--- src/rtl/bitfuscnn_pkg.sv ---
// Shared types for the halo exchange engine: coordinates, halo entries and FSM states.
package bitfuscnn_pkg;
  localparam int HALO_TILE_SIZE  = 256;
  localparam int HALO_CW         = $clog2(HALO_TILE_SIZE);
  localparam int HALO_DATA_WIDTH = 8;

  typedef logic [HALO_CW-1:0] coord_t;

  typedef struct packed {
    logic [HALO_DATA_WIDTH-1:0] value;
    coord_t                     row;
    coord_t                     column;
  } halo_entry_t;

  typedef enum logic [1:0] {
    IDLE       = 2'd0,
    DRAIN      = 2'd1,
    WAIT_PEERS = 2'd2,
    DONE       = 2'd3
  } halo_state_e;
endpackage

--- src/rtl/halo_fifo.sv ---
// Synchronous FIFO for one neighbour link; pointers carry an extra wrap bit.
module halo_fifo #(
  parameter int W     = 24,
  parameter int DEPTH = 16
) (
  input  logic         clk,
  input  logic         reset_n,
  input  logic         i_push,
  input  logic [W-1:0] i_din,
  input  logic         i_pop,
  output logic [W-1:0] o_dout,
  output logic         o_full,
  output logic         o_empty
);
  localparam int AW = $clog2(DEPTH);

  logic [W-1:0] r_mem [DEPTH];
  logic [AW:0]  r_wptr;
  logic [AW:0]  r_rptr;
  logic         w_do_push;
  logic         w_do_pop;

  assign o_empty   = (r_wptr == r_rptr);
  assign o_full    = (r_wptr[AW] != r_rptr[AW]) && (r_wptr[AW-1:0] == r_rptr[AW-1:0]);
  assign o_dout    = r_mem[r_rptr[AW-1:0]];
  assign w_do_push = i_push && !o_full;
  assign w_do_pop  = i_pop && !o_empty;

  always_ff @(posedge clk) begin
    if (w_do_push) r_mem[r_wptr[AW-1:0]] <= i_din;
  end

  always_ff @(posedge clk) begin
    if (!reset_n) begin
      r_wptr <= '0;
      r_rptr <= '0;
    end else begin
      if (w_do_push) r_wptr <= r_wptr + 1'b1;
      if (w_do_pop)  r_rptr <= r_rptr + 1'b1;
    end
  end
endmodule

--- src/rtl/halo_exchange.sv ---
// Per-PE halo exchange: buffers halo entries per neighbour, drains them under
// clear-to-send, then waits for all present neighbours before pulsing cycle_done.
module halo_exchange
  import bitfuscnn_pkg::*;
#(
  parameter int                        TILE_SIZE      = 256,
  parameter int                        NEIGHBOR_COUNT = 8,
  parameter int                        DATA_WIDTH     = 8,
  parameter int                        FIFO_DEPTH     = 16,
  parameter logic [NEIGHBOR_COUNT-1:0] NEIGHBOR_MASK  = '1,
  localparam int                       CW             = $clog2(TILE_SIZE),
  localparam int                       DW             = $clog2(NEIGHBOR_COUNT)
) (
  input  logic                                       clk,
  input  logic                                       reset_n,
  input  logic                                       enq_valid,
  input  logic [DW-1:0]                              enq_dir,
  input  logic [DATA_WIDTH-1:0]                      enq_value,
  input  logic [CW-1:0]                              enq_row,
  input  logic [CW-1:0]                              enq_column,
  output logic                                       enq_ready,
  input  logic                                       flush,
  input  logic [NEIGHBOR_COUNT-1:0]                  neighbor_cts,
  input  logic [NEIGHBOR_COUNT-1:0]                  neighbor_exchange_done,
  output logic                                       clear_to_send,
  output logic                                       exchange_done,
  output logic                                       cycle_done,
  output logic [NEIGHBOR_COUNT-1:0][DATA_WIDTH-1:0]  neighbor_output_value,
  output logic [NEIGHBOR_COUNT-1:0][CW-1:0]          neighbor_output_row,
  output logic [NEIGHBOR_COUNT-1:0][CW-1:0]          neighbor_output_column,
  output logic [NEIGHBOR_COUNT-1:0]                  neighbor_output_write_enable,
  output logic                                       dropped
);
  typedef struct packed {
    logic [DATA_WIDTH-1:0] value;
    logic [CW-1:0]         row;
    logic [CW-1:0]         column;
  } entry_t;
  localparam int EW = $bits(entry_t);

  halo_state_e                               r_state;
  logic                                      r_cts;
  logic                                      r_xdone;
  logic                                      r_cdone;
  logic                                      r_dropped;
  logic [NEIGHBOR_COUNT-1:0]                 r_we;
  logic [NEIGHBOR_COUNT-1:0][DATA_WIDTH-1:0] r_val;
  logic [NEIGHBOR_COUNT-1:0][CW-1:0]         r_row;
  logic [NEIGHBOR_COUNT-1:0][CW-1:0]         r_col;

  entry_t                                    w_enq_entry;
  logic                                      w_sel_present;
  logic                                      w_accept;
  logic                                      w_all_empty;
  logic                                      w_peers_done;
  logic [NEIGHBOR_COUNT-1:0]                 w_push;
  logic [NEIGHBOR_COUNT-1:0]                 w_pop;
  logic [NEIGHBOR_COUNT-1:0]                 w_full;
  logic [NEIGHBOR_COUNT-1:0]                 w_empty;
  logic [NEIGHBOR_COUNT-1:0][EW-1:0]         w_dout;

  assign w_enq_entry   = '{value: enq_value, row: enq_row, column: enq_column};
  assign w_sel_present = NEIGHBOR_MASK[enq_dir];
  assign enq_ready     = (r_state == IDLE) && (!w_sel_present || !w_full[enq_dir]);
  assign w_accept      = enq_valid && enq_ready;
  assign w_all_empty   = &w_empty;
  // Absent links behave as permanently done so tile-edge PEs never stall.
  assign w_peers_done  = &(neighbor_exchange_done | ~NEIGHBOR_MASK);

  for (genvar g = 0; g < NEIGHBOR_COUNT; g++) begin : g_link
    assign w_push[g] = w_accept && w_sel_present && (enq_dir == DW'(g));
    assign w_pop[g]  = (r_state == DRAIN) && NEIGHBOR_MASK[g] && !w_empty[g] && neighbor_cts[g];

    halo_fifo #(.W(EW), .DEPTH(FIFO_DEPTH)) u_fifo (
      .clk     (clk),
      .reset_n (reset_n),
      .i_push  (w_push[g]),
      .i_din   (w_enq_entry),
      .i_pop   (w_pop[g]),
      .o_dout  (w_dout[g]),
      .o_full  (w_full[g]),
      .o_empty (w_empty[g])
    );
  end

  always_ff @(posedge clk) begin
    if (!reset_n) begin
      r_state <= IDLE;
      r_cts   <= 1'b0;
      r_xdone <= 1'b0;
      r_cdone <= 1'b0;
    end else begin
      r_cdone <= 1'b0;
      case (r_state)
        IDLE: if (flush) begin
          r_state <= DRAIN;
          r_cts   <= 1'b1;
        end
        // Empty FIFOs imply no pop this cycle, so no write is left in flight.
        DRAIN: if (w_all_empty) begin
          r_state <= WAIT_PEERS;
          r_xdone <= 1'b1;
        end
        WAIT_PEERS: if (w_peers_done) begin
          r_state <= DONE;
          r_cts   <= 1'b0;
          r_cdone <= 1'b1;
        end
        DONE: begin
          r_state <= IDLE;
          r_xdone <= 1'b0;
        end
        default: r_state <= IDLE;
      endcase
    end
  end

  always_ff @(posedge clk) begin
    if (!reset_n) begin
      r_we      <= '0;
      r_val     <= '0;
      r_row     <= '0;
      r_col     <= '0;
      r_dropped <= 1'b0;
    end else begin
      r_we <= w_pop;
      for (int i = 0; i < NEIGHBOR_COUNT; i++) begin
        if (w_pop[i]) {r_val[i], r_row[i], r_col[i]} <= w_dout[i];
      end
      if (w_accept && !w_sel_present) r_dropped <= 1'b1;
    end
  end

  assign clear_to_send                = r_cts;
  assign exchange_done                = r_xdone;
  assign cycle_done                   = r_cdone;
  assign dropped                      = r_dropped;
  assign neighbor_output_write_enable = r_we;
  assign neighbor_output_value        = r_val;
  assign neighbor_output_row          = r_row;
  assign neighbor_output_column       = r_col;
endmodule

--- config.mk ---
export PLATFORM = sky130hd
export DESIGN_NAME = halo_exchange
export DESIGN_NICKNAME = d
export VERILOG_FILES = /design/src/rtl/bitfuscnn_pkg.sv /design/src/rtl/halo_fifo.sv /design/src/rtl/halo_exchange.sv
export SDC_FILE = /design/constraint.sdc
export NUM_CORES = 2
export LEC_CHECK = 0
export CORE_ASPECT_RATIO = 0.9
export CORE_MARGIN = 2
export CORE_UTILIZATION = 52
export CTS_CLUSTER_DIAMETER = 100
export DETAILED_ROUTE_END_ITERATION = 8
export PLACE_DENSITY = 0.68
export SYNTH_ARGS = -nofsm -noshare
export SYNTH_HDL_FRONTEND = slang
export SYNTH_HIERARCHICAL = 1
export SYNTH_SLANG_ARGS = --single-unit
--- constraint.sdc ---
create_clock -name clk -period 4.5 [get_ports clk]
set_input_delay 0.675 -clock clk [delete_from_list [all_inputs] [get_ports clk]]
set_output_delay 0.675 -clock clk [all_outputs]
set_load 0.1 [all_outputs]
==> flow_summary.yaml <==
global_routing:
  grt_pass1_wl_microns: 449200
  grt_antenna_before_repair: 22
  globalRoute.totalOverflow: 0
  grt_use_total_pct: 24.78
  grt_start_max_net_pins: 110
  grt_pass1_vias: 61670
sta:
  worst_slew_margin_rel_pct: 18.64
  rsz_0062_raised_after_global_routing: "no"
  finalSetupViolations: 0
  skew_ns: 0.04931
  hold_fails_final_rpt: 0
  fin_hold_ws_ns: 0.3248
  maxSlewViolCount: 0
  worst_path_setup_slack_after_routing_ns: 0.4166
  totalNegativeSetupSlack_ns: 0
  time_the_final_worst_path_needs_with_i_o_delays_and_setup_ns: 4.083
  fmaxAchievable_ghz: 0.2449
  tightest_slew_ns: 1.216
  fin_crit_sh_pct: 90.74
logic_synthesis:
  synthesis.yosys.warnings: 6
  synthMostInstantiatedCell: "sky130_fd_sc_hd__edfxtp_1"
  yosys.area.top_type_share_pct: 71.17
  yosys.area.top_type: "sky130_fd_sc_hd__edfxtp_1"
  ys_async_sr_fraction_pct: 0
  syn_nets: 6115
  synth-edff-count: 3072
  synth-main-ff-cell: "sky130_fd_sc_hd__edfxtp_1"
  syn_avg_cell_area_sq_um: 21.52
  ys_top_cells_by_area: "sky130_fd_sc_hd__edfxtp_1 71%, sky130_fd_sc_hd__mux4_2 17%, sky130_fd_sc_hd__dfxtp_1 4.9%"
  synth_seq_cells: 3389
  distinct_cell_type_count_after_synthesis: 50
  syn_inst: 6024
  post_synth_most_frequent_cells: "3072 x sky130_fd_sc_hd__edfxtp_1, 962 x sky130_fd_sc_hd__mux4_2, 461 x sky130_fd_sc_hd__nand2_1"
  synth_sequential_area_ratio_pct: 76.07
  syn_area_sq_um: 129600
layout:
  final-instance-count-excl-fill: 10130
  flow.area_growth_from_synthesis_pct: 15.37
  fillCellCount: 16940
  layout-drive-gt1-share_pct: 26.20
  design.final.nets: 6612
place:
  numPortBuffers: 250
  dp_slack_ns: 0.5171
  hpwlAfterDp_microns: 188900
  routabilityCongestion: 0.8269
  place_inst: 9511
pwr:
  vdd_drop_max_v: 0.0003248
  total_power_per_unit_cell_area_nw_per_um2: 430.6
  cellLeakagePower_nw: 45.57
worst_setup_path:
  number_of_logic_stages_on_the_critical_path_including_buffering: 8
  cp_top_family: "simple AND/OR/NAND/NOR gates"
  crit_path_max_fanout: 12
  critical_path.slowest_cell: "sky130_fd_sc_hd__dfxtp_1"
  worstSetupStartpointType: "register"
  cp_slowest_stage_delay_ns: 0.58
  critical_path.cell_chain: "xnor2_1 > nand4_1 > nor2_1 > mux4_2 > mux2i_1 > buf_4 > and2_1 > buf_12"
  ff2ff_path_depth: 10
  path_class: "register to output port"
  timing.rr.start: "g_link[2].u_fifo/r_rptr[4]"
  worstSetupEndpointType: "output port"
  critical_path_buf_inv_count: 2
  critical_path_at_ns: 3.41
  timing.critical_path.required_ns: 3.83
  crit_start: "g_link[2].u_fifo/r_wptr[2]"
floorplanning:
  design.die.area_sq_um: 253300
  boundaryPins: 252
  fp.dieH_microns: 477.6
  die_x_microns: 530.3
  floorplan.rows: 173
  starting_utilization_of_the_core_area_pct: 52.39
  core_area_sq_um: 247400
routing:
  route.detailed.vias_per_inst: 6.231
  drt_first_iter_violations: 7893
  detail-route-antenna-nets: 0
  drc: 0
  wl_per_cell_microns: 31.07
  detailedRoute.firstPassIterationCount: 6
  finalWirelength_microns: 314700
  vias: 63110
min_path:
  hold-path-cell-count: 1
  min-delay-path-class: "input port to register"
  holdCritStartpoint: "enq_value[2]"
clocking:
  cts-htree-levels: 5
  cts_made_buffers: 333
  post_cts_resized: 0
  cts_root_buf: "sky130_fd_sc_hd__clkbuf_16"
  insertion_delay_ns: 0.89
  post_cts.repair.setup_buffers: 0
  cts_hold_buf: 0
  cts_tree: "built"
  cts.reportedPaths.clkPinSlew_ns: 0.06
  cts_num_sinks: 3389
  clock_tree.buffer_depth: 4
run_status:
  outcome: "finished clean"
flow_run:
  cap_viol_max_count: 0
## kinds of logic (layout without fill, tap and decap cells)
| kind of cell | Yosys count | after routing | share of synthesized area [%] |
|---|---|---|---|
| DFF | 3389 | 3389 | 76.07 |
| and+or+nand+nor | 814 | 814 | 3.061 |
| other | 1 | 8 | 0.002893 |
| adders and majority gates | 44 | 44 | 0.4247 |
| muxes | 1031 | 1031 | 17.25 |
| buffers and inverters | 393 | 1166 | 1.542 |
| xor gates and xnor gates | 48 | 48 | 0.3243 |
| AOI/OAI and AO/OA | 304 | 304 | 1.330 |
## sequential cells by signal, indices dropped and copies added (netlist names), 2 cells and up, named ones only
signal	flops
g_link.u_fifo/r_mem	3072
g_link.u_fifo/r_rptr	40
g_link.u_fifo/r_wptr	40
neighbor_output_column	64
neighbor_output_row	64
neighbor_output_value	64
neighbor_output_write_enable	8
r_state	2
## through the flow
stage	area [sq um]	utilization (%)	power, mW
finish	149500	60.44	64.38
global route	149500	60.43	66.10
CTS	149500	60.43	64.82
detailed placement	138400	55.95	36.91
global placement	138400	55.95	36.85
floorplan	129600	-	35.76
## cell usage in the layout, fill, tap and decap left out, drive strengths merged, types with 2 or more instances in the layout
master         count
nand4             51
clkinvlp          15
or4               12
dfxtp            317
clkbuf           456
nand2b            28
bufinv            33
ha                44
nor2b             10
o21ai             14
nand4b             4
nand3b            10
nand3             42
diode              7
o211ai            55
nor2              34
and2              13
inv               78
mux4             962
nand2            461
clkinv            95
and3              96
nor4              15
edfxtp          3072
nor3               3
xnor2             32
xor2              16
and4               6
mux2i             69
buf              265
and4b             24
a211o              2
a21oi            228
clkdlybuf4s50    224
## where the power goes
part | total (mW) | leakage [nW] | switching, mW | internal (mW)
clock network | 28.2 | 5.41 | 11.6 | 16.6
registers | 34.4 | 30.2 | 0.0586 | 34.4
logic | 1.78 | 9.98 | 1.39 | 0.387
## worst paths after layout
kind                                    endpoint  slack, ns
setup / recovery                       enq_ready       0.42
hold / removal     g_link[5].u_fifo/r_mem[0][18]       0.32
setup reg to reg  g_link[1].u_fifo/r_mem[13][20]       0.69
hold reg to reg        neighbor_output_value[46]       0.45
## final cells by class
class                   instances  area [sq um]  share of cell area, %
flip-flops and latches       3389         98660                  65.98
multi-input cells            2242         29130                  19.48
clock buffers                 456          9398                  6.285
repair buffers                489          6212                  4.154
well taps                    3325          4160                  2.782
clock inverters               155          1695                  1.134
inverters                      66         255.2                 0.1707
diodes                          7         17.52                0.01171
## per-layer routing
metal | up-vias | routed length (microns) | GRT usage [%]
met4 | 4 | 9132 | 6.837
met1 | 33590 | 126200 | 37.15
met2 | 3101 | 150300 | 38.41
met5 | - | 27 | 0
li1 | 25980 | - | -
met3 | 441 | 29000 | 3.658
## worst register-to-register path, delay by kind of cell, from the launching register on
kind,cells,cell delay [ns]
AO/OA/AOI/OAI,1,0.13
AND/OR/NAND/NOR,4,1.39
flip-flops,1,0.34
buffers and inverters,3,0.59
XOR/XNOR,1,0.50
multiplexers,1,0.55
No activity file was read; power rests on OpenSTA's default activity.
